## config.mk

```make
export PLATFORM = sky130hd
export DESIGN_NAME = shift_xfer_arbiter_flat
export DESIGN_NICKNAME = d
export VERILOG_FILES = /design/src/rtl/shift_xfer_arbiter_if.sv /design/src/rtl/shift_xfer_arbiter.sv /design/src/flat_wrapper.sv
export SDC_FILE = /design/constraint.sdc
export NUM_CORES = 1
export LEC_CHECK = 0
export BUFFER_PORTS_ARGS = -buffer_cell sky130_fd_sc_hd__buf_4
export CAP_MARGIN = 10
export CELL_PAD_IN_SITES_DETAIL_PLACEMENT = 0
export CELL_PAD_IN_SITES_GLOBAL_PLACEMENT = 2
export CORE_MARGIN = 4
export CORE_UTILIZATION = 30
export CTS_CLUSTER_DIAMETER = 50
export DETAILED_ROUTE_END_ITERATION = 12
export HOLD_SLACK_MARGIN = 0.08
export PLACE_DENSITY_LB_ADDON = 0.1
export SYNTH_ARGS = -nofsm -noshare
export SYNTH_HDL_FRONTEND = slang
export SYNTH_SLANG_ARGS = --single-unit
```

## constraint.sdc

```tcl
create_clock -name clk -period 3.6 [get_ports clk]
set_input_delay 0.36 -clock clk [delete_from_list [all_inputs] [get_ports clk]]
set_output_delay 0.36 -clock clk [all_outputs]
set_load 0.1 [all_outputs]
```

## src/rtl/shift_xfer_arbiter_if.sv

```systemverilog
// Handshake and serial-link bundle between the requesters and the shift-transfer arbiter.
interface shift_xfer_arbiter_if #(
   parameter int WIDTH = 4
);
   logic             req0;
   logic [WIDTH-1:0] data0;
   logic             req1;
   logic [WIDTH-1:0] data1;
   logic             sin;
   logic             sout;
   logic             gnt0;
   logic             gnt1;
   logic             busy;
   logic             done;
   logic             done_id;
   logic [WIDTH-1:0] rx_data;

   modport slave (
      input  req0, data0, req1, data1, sin,
      output sout, gnt0, gnt1, busy, done, done_id, rx_data
   );

   modport master (
      output req0, data0, req1, data1, sin,
      input  sout, gnt0, gnt1, busy, done, done_id, rx_data
   );
endinterface

```

## src/rtl/shift_xfer_arbiter.sv

```systemverilog
// Round-robin owner of one right-shifting register: loads the winner's word,
// shifts it out LSB-first while capturing sin, then reports the captured word.
//
// state | meaning
// IDLE  | sampling requests; a grant loads shreg and moves to SHIFT
// SHIFT | sout = shreg[0]; one bit out and one sin sample per edge, WIDTH edges
// DONE  | one-cycle done pulse; rx_data/done_id already hold the result
module shift_xfer_arbiter #(
   parameter int WIDTH = 4
) (
   input  logic                  clk,
   input  logic                  reset,
   shift_xfer_arbiter_if.slave   bus
);
   localparam int CW = $clog2(WIDTH);

   typedef enum logic [1:0] {IDLE, SHIFT, DONE} state_t;

   state_t           state, state_nxt;
   logic [WIDTH-1:0] shreg;
   logic [CW-1:0]    cnt;
   logic             last;
   logic             owner;
   logic             grant_any;
   logic             grant_id;
   logic             last_shift;
   logic             gnt0_q, gnt1_q, done_id_q;
   logic [WIDTH-1:0] rx_q;

   assign last_shift = (cnt == CW'(WIDTH - 1));

   always_comb begin
      state_nxt = state;
      grant_any = 1'b0;
      grant_id  = 1'b0;
      case (state)
         IDLE: begin
            if (bus.req0 && bus.req1) begin
               grant_any = 1'b1;
               grant_id  = ~last;
            end else if (bus.req0) begin
               grant_any = 1'b1;
               grant_id  = 1'b0;
            end else if (bus.req1) begin
               grant_any = 1'b1;
               grant_id  = 1'b1;
            end
            if (grant_any) state_nxt = SHIFT;
         end
         SHIFT:   if (last_shift) state_nxt = DONE;
         DONE:    state_nxt = IDLE;
         default: state_nxt = IDLE;
      endcase
   end

   always_ff @(posedge clk) begin
      if (reset) begin
         state     <= IDLE;
         shreg     <= '0;
         cnt       <= '0;
         last      <= 1'b1;
         owner     <= 1'b0;
         gnt0_q    <= 1'b0;
         gnt1_q    <= 1'b0;
         done_id_q <= 1'b0;
         rx_q      <= '0;
      end else begin
         state  <= state_nxt;
         gnt0_q <= grant_any && !grant_id;
         gnt1_q <= grant_any && grant_id;
         if (grant_any) begin
            shreg <= grant_id ? bus.data1 : bus.data0;
            last  <= grant_id;
            owner <= grant_id;
            cnt   <= '0;
         end else if (state == SHIFT) begin
            shreg <= {bus.sin, shreg[WIDTH-1:1]};
            cnt   <= cnt + 1'b1;
            // Result is latched on the final shift so it is valid throughout DONE.
            if (last_shift) begin
               rx_q      <= {bus.sin, shreg[WIDTH-1:1]};
               done_id_q <= owner;
            end
         end
      end
   end

   assign bus.sout    = (state == SHIFT) ? shreg[0] : 1'b0;
   assign bus.busy    = (state != IDLE);
   assign bus.done    = (state == DONE);
   assign bus.gnt0    = gnt0_q;
   assign bus.gnt1    = gnt1_q;
   assign bus.done_id = done_id_q;
   assign bus.rx_data = rx_q;
endmodule

```

## src/flat_wrapper.sv

```systemverilog
// flat-port wrapper written by rule: the top's interface ports become plain ports
module shift_xfer_arbiter_flat 
#(
   parameter int WIDTH = 4
)
  (clk, reset, bus_req0, bus_data0, bus_req1, bus_data1, bus_sin, bus_sout, bus_gnt0, bus_gnt1, bus_busy, bus_done, bus_done_id, bus_rx_data);
  shift_xfer_arbiter_if #(.WIDTH(WIDTH)) bus_i ();
  input  logic clk;
  input  logic reset;
  input wire logic [$bits(bus_i.req0)-1:0] bus_req0;
  input wire logic [$bits(bus_i.data0)-1:0] bus_data0;
  input wire logic [$bits(bus_i.req1)-1:0] bus_req1;
  input wire logic [$bits(bus_i.data1)-1:0] bus_data1;
  input wire logic [$bits(bus_i.sin)-1:0] bus_sin;
  output wire logic [$bits(bus_i.sout)-1:0] bus_sout;
  output wire logic [$bits(bus_i.gnt0)-1:0] bus_gnt0;
  output wire logic [$bits(bus_i.gnt1)-1:0] bus_gnt1;
  output wire logic [$bits(bus_i.busy)-1:0] bus_busy;
  output wire logic [$bits(bus_i.done)-1:0] bus_done;
  output wire logic [$bits(bus_i.done_id)-1:0] bus_done_id;
  output wire logic [$bits(bus_i.rx_data)-1:0] bus_rx_data;
  assign bus_i.req0 = bus_req0;
  assign bus_i.data0 = bus_data0;
  assign bus_i.req1 = bus_req1;
  assign bus_i.data1 = bus_data1;
  assign bus_i.sin = bus_sin;
  assign bus_sout = bus_i.sout;
  assign bus_gnt0 = bus_i.gnt0;
  assign bus_gnt1 = bus_i.gnt1;
  assign bus_busy = bus_i.busy;
  assign bus_done = bus_i.done;
  assign bus_done_id = bus_i.done_id;
  assign bus_rx_data = bus_i.rx_data;
  shift_xfer_arbiter #(.WIDTH(WIDTH)) u_core (.clk(clk), .reset(reset), .bus(bus_i));
endmodule
```

==> reports/qor.yml, run 1 <==
synth:
  ys_seq_area_frac: 0.442
  syn-cell-area_um2: 771
  ys.flop_type: "dfxtp_1"
  syn_area_per_cell_um2: 8.76
  synth_cell_types: 27
  async_reset_ff_frac: 0
  synth.largest_area_cell: "dfxtp_1"
  syn_nets: 102
  yosys_warnings: 0
  yosysMostFrequentCell: "dfxtp_1"
  synthCells: 88
  ys_top_cells_by_area: "dfxtp_1 (44%), a21oi_1 (7.1%), nand3_1 (6.5%), a311oi_1 (4.5%), a211oi_1 (3.9%)"
  synth_common_cells: "dfxtp_1 (17), a21oi_1 (11), nand3_1 (10)"
  synth_top_area_frac: 0.442
  synth-seq-cells: 17
  synth_edf_count: 0
sta:
  finalCritPeriodShare: 0.661
  fmax_ghz: 0.420
  grt_setup_unrepaired: "no"
  worstMarginPinSlew_ps: 652
  final.min_clock_period_ps: 2380
  worst_clock_skew_ps: 2.14
  setup_violations: 0
  hold_viol_final: 0
  maxSlewViolCount: 0
  fin_tns_setup_ps: 0
  maxSlewHeadroom: 0.564
  hold_slack_ps: 325
global_route:
  grt_antenna_before_repair: 0
  grt_use_total: 0.121
  overflow: 0
  grt_first_pass_wirelength_mm: 3.17
  grt_pass1_vias: 722
  grt_max_degree: 18
pwr:
  vdd_ir_drop_max_v: 0.000298
  p_per_area_nw_per_um2: 409
  p_sw_mw: 0.122
  power_leakage_nw: 0.373
  internal-power_mw: 0.269
  p_clk_frac: 0.271
  pwr-share-seq: 0.531
  p_comb_frac: 0.198
  p_sw_frac: 0.313
  finalPower_mw: 0.392
min_path:
  worstHoldPathCells: 3
  hold-path-endpoint: "u_core.bus.rx_data[3]$_SDFFE_PP0P_"
  min_path_type: "primary input to register"
  worstHoldStart: "bus_sin"
finish:
  area_delta_synth_final_pct: 24.4
  multi_input_area_um2: 382
  fin_nets: 122
  utilization: 0.390
  fill_cells: 276
  diodes: 0
  regArea_um2: 340
  final_cell_area_um2: 958
  drive_above_1_share: 0.262
floorplan:
  die_w_um: 58.7
  initial_core_util: 0.314
  row_count: 18
  die_y_um: 58.7
  die_area_um2: 3440
  ioPinCount: 23
  coreArea_um2: 2450
critical_path:
  path_max_fanout: 11
  cp_slowest_cell: "dfxtp_1"
  critPathRequiredTime_ps: 3240
  end_kind: "output pin"
  worstPathArrival_ps: 2020
  r2r_end: "u_core.cnt[1]$_SDFFE_PP0N_"
  startpoint_type: "register"
  cp_top_family: "simple AND/OR/NAND/NOR gates"
  rrSetupSlack_ps: 1940
  worstRegToRegCells: 3
  crit_buf_inv: 1
  crit_type: "register to output pin"
  cpPeakStageDelay_ps: 620
  path_cells: "nor2b_1 -> and2_1 -> buf_4"
  reg2reg_from: "u_core.state[0]$_SDFFE_PP0P_"
clocking:
  clkLatencyLatePin_ps: 290
  cts_buffer_depth: 2
  cts_made_buffers: 3
  h-tree-depth: 1
  post_cts_resized: 0
  ctsHoldBuffers: 0
  root_buffer: "clkbuf_4"
  path_clk_slew_ps: 100
  post_cts_buffers: 0
  cts_tree: "done"
  cts_sinks: 17
flow_run:
  maxCapViolations: 0
routing:
  drtIter0Drc: 19
  dr_total_vias: 717
  viasPerCell: 5.23
  wire_per_inst_um: 13.3
  ant_nets: 0
  dr.pass1.iters: 4
  drc_errors: 0
  drt-total-wl_mm: 1.83
place:
  dpl_cell_area_um2: 932
  gp_congestion: 0.734
  io_buffers: 22
  hpwl_mm: 1.34
run_status:
  status: "finished clean"
[layout by cell type (no fill, tap or decap), types with 3 or more instances in the layout]
cell type  count
buf_4         22
dfxtp_1       17
a21oi_1       11
nand3_1       10
nor2_1         6
nand2_1        6
nand4_1        4
a211oi_1       4
a311oi_1       4
clkbuf_4       3
[per-stage QoR]
| stage | cells | setup slack (ps) |
|---|---|---|
| floorplan | 88 | 1440 |
| CTS | 137 | 1160 |
| global route | 137 | 1030 |
| detailed placement | 133 | 1520 |
| finish | 137 | 1220 |
| global placement | 133 | 1580 |
[how the worst max path moves through the flow]
stage,to,slack (ps),cells past startpoint,start
floorplan,bus_done,1440,3,u_core.state[1]$_SDFFE_PP0P_
global placement,bus_sout,1580,3,u_core.state[0]$_SDFFE_PP0P_
detailed placement,bus_sout,1520,3,u_core.state[0]$_SDFFE_PP0P_
CTS,bus_sout,1160,3,u_core.state[0]$_SDFFE_PP0P_
global route,bus_sout,1030,3,u_core.state[0]$_SDFFE_PP0P_
finish,bus_sout,1220,3,u_core.state[0]$_SDFFE_PP0P_
[flip-flops by register name, summed over array words and instances, names as in the netlist]
signal              flops
u_core.cnt              2
u_core.bus.gnt1         1
u_core.bus.rx_data      4
u_core.state            2
u_core.last             1
u_core.owner            1
u_core.shreg            4
u_core.bus.done_id      1
u_core.bus.gnt0         1
[cell families (layout without fill, tap and decap cells)]
family	count (synthesis)	in the layout	share of synthesized area
AOI/OAI and AO/OA	23	23	0.208
xor gates and xnor gates	1	1	0.0114
adders and majority gates	1	1	0.0162
buffers and inverters	9	28	0.0633
DFF	17	17	0.442
muxes	1	1	0.0130
and+or+nand+nor	36	36	0.247
[power groups by stage]
stage	combinational [mW]	clock [mW]	sequential (mW)
detailed placement	0.0786	0	0.212
finish	0.0777	0.106	0.208
floorplan	0.0528	0	0.216
global placement	0.0790	0	0.212
global route	0.0852	0.119	0.210
CTS	0.0789	0.110	0.208
[layer usage]
metal,vias up,part of all wire,global-route usage
met3,4,0.057,0.0482
met5,-,0,0
met1,332,0.47,0.151
li1,363,-,-
met2,18,0.46,0.195
met4,0,0.012,0.0291
[final cells by class]
| type | count | area share |
|---|---|---|
| Tap cell | 30 | 0.0392 |
| Clock buffer | 4 | 0.0274 |
| Sequential cell | 17 | 0.355 |
| Inverter | 2 | 0.00783 |
| Timing Repair Buffer | 22 | 0.172 |
| Multi-Input combinational cell | 62 | 0.398 |
[tightest hold or removal path: cells and delay by family]
family                 cells  cell delay [ps]
AO/OA/AOI/OAI              1               50
buffers and inverters      1              120
AND/OR/NAND/NOR            1               60
Power figures use the tool's default switching activity.
==> run 2: changes to the inputs <==
--- a/config.mk
+++ b/config.mk
@@ -5,12 +5,13 @@
 export SDC_FILE = /design/constraint.sdc
 export NUM_CORES = 1
 export LEC_CHECK = 0
+export ABC_AREA = 1
 export BUFFER_PORTS_ARGS = -buffer_cell sky130_fd_sc_hd__buf_4
 export CAP_MARGIN = 10
 export CELL_PAD_IN_SITES_DETAIL_PLACEMENT = 0
 export CELL_PAD_IN_SITES_GLOBAL_PLACEMENT = 2
 export CORE_MARGIN = 4
-export CORE_UTILIZATION = 30
+export CORE_UTILIZATION = 24
 export CTS_CLUSTER_DIAMETER = 50
 export DETAILED_ROUTE_END_ITERATION = 12
 export HOLD_SLACK_MARGIN = 0.08
==> constraint.sdc (replaced) <==
create_clock -name clk -period 1.96 [get_ports clk]
set_input_delay 0.196 -clock clk [delete_from_list [all_inputs] [get_ports clk]]
set_output_delay 0.196 -clock clk [all_outputs]
set_load 0.1 [all_outputs]
==> run 2 against run 1 <==
Compared with the run above:
- hold slack got worse by 210 ps
- core utilization is 6.6 points lower
- final area up 4.0%
- synthesized cell count grew 23%
- synthesized area grew 1.3%
- count of clock-buffer cells in the layout is the same
- final cell count up 27%
==> reports/qor.yml, run 2 <==
run_status:
  status: "finished clean"
synth:
  synth_edf_count: 0  # unchanged
  synth.largest_area_cell: "dfxtp_1"
  synth_top_area_frac: 0.436  # -0.00566
  syn_nets: 122  # +20%
  syn-cell-area_um2: 781  # +1.3%
  async_reset_ff_frac: 0  # unchanged
  ys.flop_type: "dfxtp_1"
  synth_cell_types: 17  # -37%
  synth-seq-cells: 17  # unchanged
  ys_seq_area_frac: 0.436  # -0.00566
  syn_area_per_cell_um2: 7.23  # -17%
  synthCells: 108  # +23%
  synth_common_cells: "inv_1 (20), dfxtp_1 (17), nand2_1 (17)"
  yosys_warnings: 0  # unchanged
  ys_top_cells_by_area: "dfxtp_1 (44%), inv_1 (9.6%), nand2_1 (8.2%), o21ai_0 (7.1%), nor2_1 (6.3%)"
  yosysMostFrequentCell: "inv_1"
critical_path:
  cp_slowest_cell: "dfxtp_1"
  cp_top_family: "flip-flops"
  path_cells: "nand2_2 -> nor2_2 -> buf_4"
  critPathRequiredTime_ps: 1760  # -1480 ps
  r2r_end: "u_core.bus.rx_data[2]$_SDFFE_PP0P_"
  crit_buf_inv: 1  # unchanged
  crit_type: "register to output pin"
  end_kind: "output pin"
  worstPathArrival_ps: 1400  # -620 ps
  crit_start: "u_core.state[0]$_SDFFE_PP0P_"
  path_max_fanout: 11  # unchanged
  cpPeakStageDelay_ps: 490  # -130 ps
  worstRegToRegCells: 3  # unchanged
  reg2reg_from: "u_core.state[0]$_SDFFE_PP0P_"
  startpoint_type: "register"
  rrSetupSlack_ps: 680  # -1260 ps
finish:
  most-common-layout-cells: "buf_4 (22), inv_1 (20), nand2_1 (17), dfxtp_1 (17), nor2_1 (12)"
  drive_above_1_share: 0.231  # -0.0309
  fin_nets: 145  # +19%
  area_delta_synth_final_pct: 27.7
  layout_commonest_cell: "buf_4"
  diodes: 0  # unchanged
pwr:
  vdd_ir_drop_max_v: 0.000201  # -32%
  power_leakage_nw: 0.481  # +29%
  p_per_area_nw_per_um2: 731  # +79%
sta:
  maxSlewHeadroom: 0.754  # +0.190
  finalCritPeriodShare: 0.813
  grt_setup_unrepaired: "no"
  hold_viol_final: 0  # unchanged
  maxSlewViolCount: 0  # unchanged
  worstMarginPinSlew_ps: 368  # -285 ps
  worst_clock_skew_ps: 9.18  # +7.04 ps
  fmax_ghz: 0.627
  hold_slack_ps: 113  # -212 ps
  fin_tns_setup_ps: 0  # unchanged
  final.min_clock_period_ps: 1590
  setup_violations: 0  # unchanged
min_path:
  worstHoldStart: "reset"
  worstHoldPathCells: 2  # -1
  min_path_type: "primary input to register"
  hold-path-endpoint: "u_core.state[0]$_SDFFE_PP0P_"
clocking:
  cts_buffer_depth: 2  # unchanged
  clkLatencyLatePin_ps: 280  # about the same
  h-tree-depth: 1  # unchanged
  ctsHoldBuffers: 0  # unchanged
  post_cts_resized: 0  # unchanged
  path_clk_slew_ps: 100  # about the same
  cts_sinks: 17  # unchanged
  root_buffer: "clkbuf_4"
  cts_tree: "done"
  post_cts_buffers: 0  # unchanged
  cts_made_buffers: 3  # unchanged
routing:
  drt-total-wl_mm: 1.84  # +0.55%
  viasPerCell: 4.05  # -23%
  wire_per_inst_um: 10.5  # -21%
  drtIter0Drc: 26  # +7
  drc_errors: 0  # unchanged
  ant_nets: 0  # unchanged
  dr_total_vias: 704  # -1.8%
  dr.pass1.iters: 4  # unchanged
floorplan:
  initial_core_util: 0.254  # -0.0603
  die_y_um: 65.0  # +11%
  row_count: 20  # +2
  ioPinCount: 23  # unchanged
  coreArea_um2: 3080  # +25%
  die_area_um2: 4230  # +23%
  die_w_um: 65.0  # +11%
global_route:
  grt_pass1_vias: 673  # -6.8%
  overflow: 0  # unchanged
  grt_max_degree: 12  # -6
  grt_antenna_before_repair: 0  # unchanged
  grt_first_pass_wirelength_mm: 3.11  # -2.0%
  grt_use_total: 0.0982  # -0.0225
place:
  gp_congestion: 0.741  # +0.93%
  io_buffers: 22  # unchanged
  hpwl_mm: 1.40  # +4.1%
flow_run:
  maxCapViolations: 0  # unchanged
==> run 2: cell count changes after synthesis, moves of 4 or more <==
| cell | before | now |
|---|---|---|
| a211oi_1 | 4 | 0 |
| a21oi_1 | 11 | 7 |
| a311oi_1 | 4 | 0 |
| inv_1 | 2 | 20 |
| nand2_1 | 6 | 17 |
| nor2_1 | 6 | 13 |
| o21ai_0 | 2 | 11 |
==> run 2: worst register-to-register path, stage by stage, from the launching register on <==
cell	delay [ps]
dfxtp_1	490
nand3_1	340
o21ai_0	260
a21oi_1	60
==> run 2: logic make-up (layout without fill, tap and decap cells) <==
kind of cell               count (synthesis)  after routing  share of synthesized area
AOI/OAI and AO/OA                         19             19                      0.127
xor gates and xnor gates                   1              1                     0.0112
adders and majority gates                  1              1                     0.0160
buffers and inverters                     24             46                      0.138
DFF                                       17             17                      0.436
and+or+nand+nor                           46             46                      0.272
==> run 2: how the worst max path moves through the flow <==
stage                                              end  slack, ps  cells past startpoint
global placement                              bus_sout        680                      3
floorplan                                     bus_done         50                      2
CTS                                           bus_sout        330                      3
finish                                        bus_sout        370                      3
detailed placement  u_core.bus.rx_data[2]$_SDFFE_PP0P_        660                      3
global route                                  bus_sout        220                      3
==> run 2: report_power, final <==
part | switching (mW) | internal, mW | total (mW)
clock network | 0.105 | 0.0789 | 0.184
registers | 0.0146 | 0.365 | 0.380
logic | 0.111 | 0.0547 | 0.165
==> run 2: per-stage QoR <==
stage | power [mW] | instance area, um^2 | instances | util | setup slack [ps]
detailed placement | 0.556 | 971 | 170 | 0.315 | 660
global placement | 0.557 | 971 | 170 | 0.315 | 680
CTS | 0.748 | 997 | 174 | 0.324 | 330
global route | 0.787 | 997 | 174 | 0.324 | 221
finish | 0.729 | 997 | 174 | 0.324 | 366
floorplan | 0.512 | 783 | 108 | - | 49.7
==> run 2: layer usage <==
metal / track usage / share of wire / vias to the layer above
met2: 0.143 / 0.40 / 22
met4: 0.0544 / 0.010 / 0
met5: 0 / 0 / -
met1: 0.130 / 0.52 / 296
li1: - / - / 384
met3: 0.0260 / 0.064 / 2
==> run 2: area by class of cell <==
class	count	area, um^2
clock buffers	4	26.3
fillers	373	2080
inverters	20	75.1
multi-input cells	67	335
flip-flops and latches	17	340
well taps	44	55.1
repair buffers	22	165
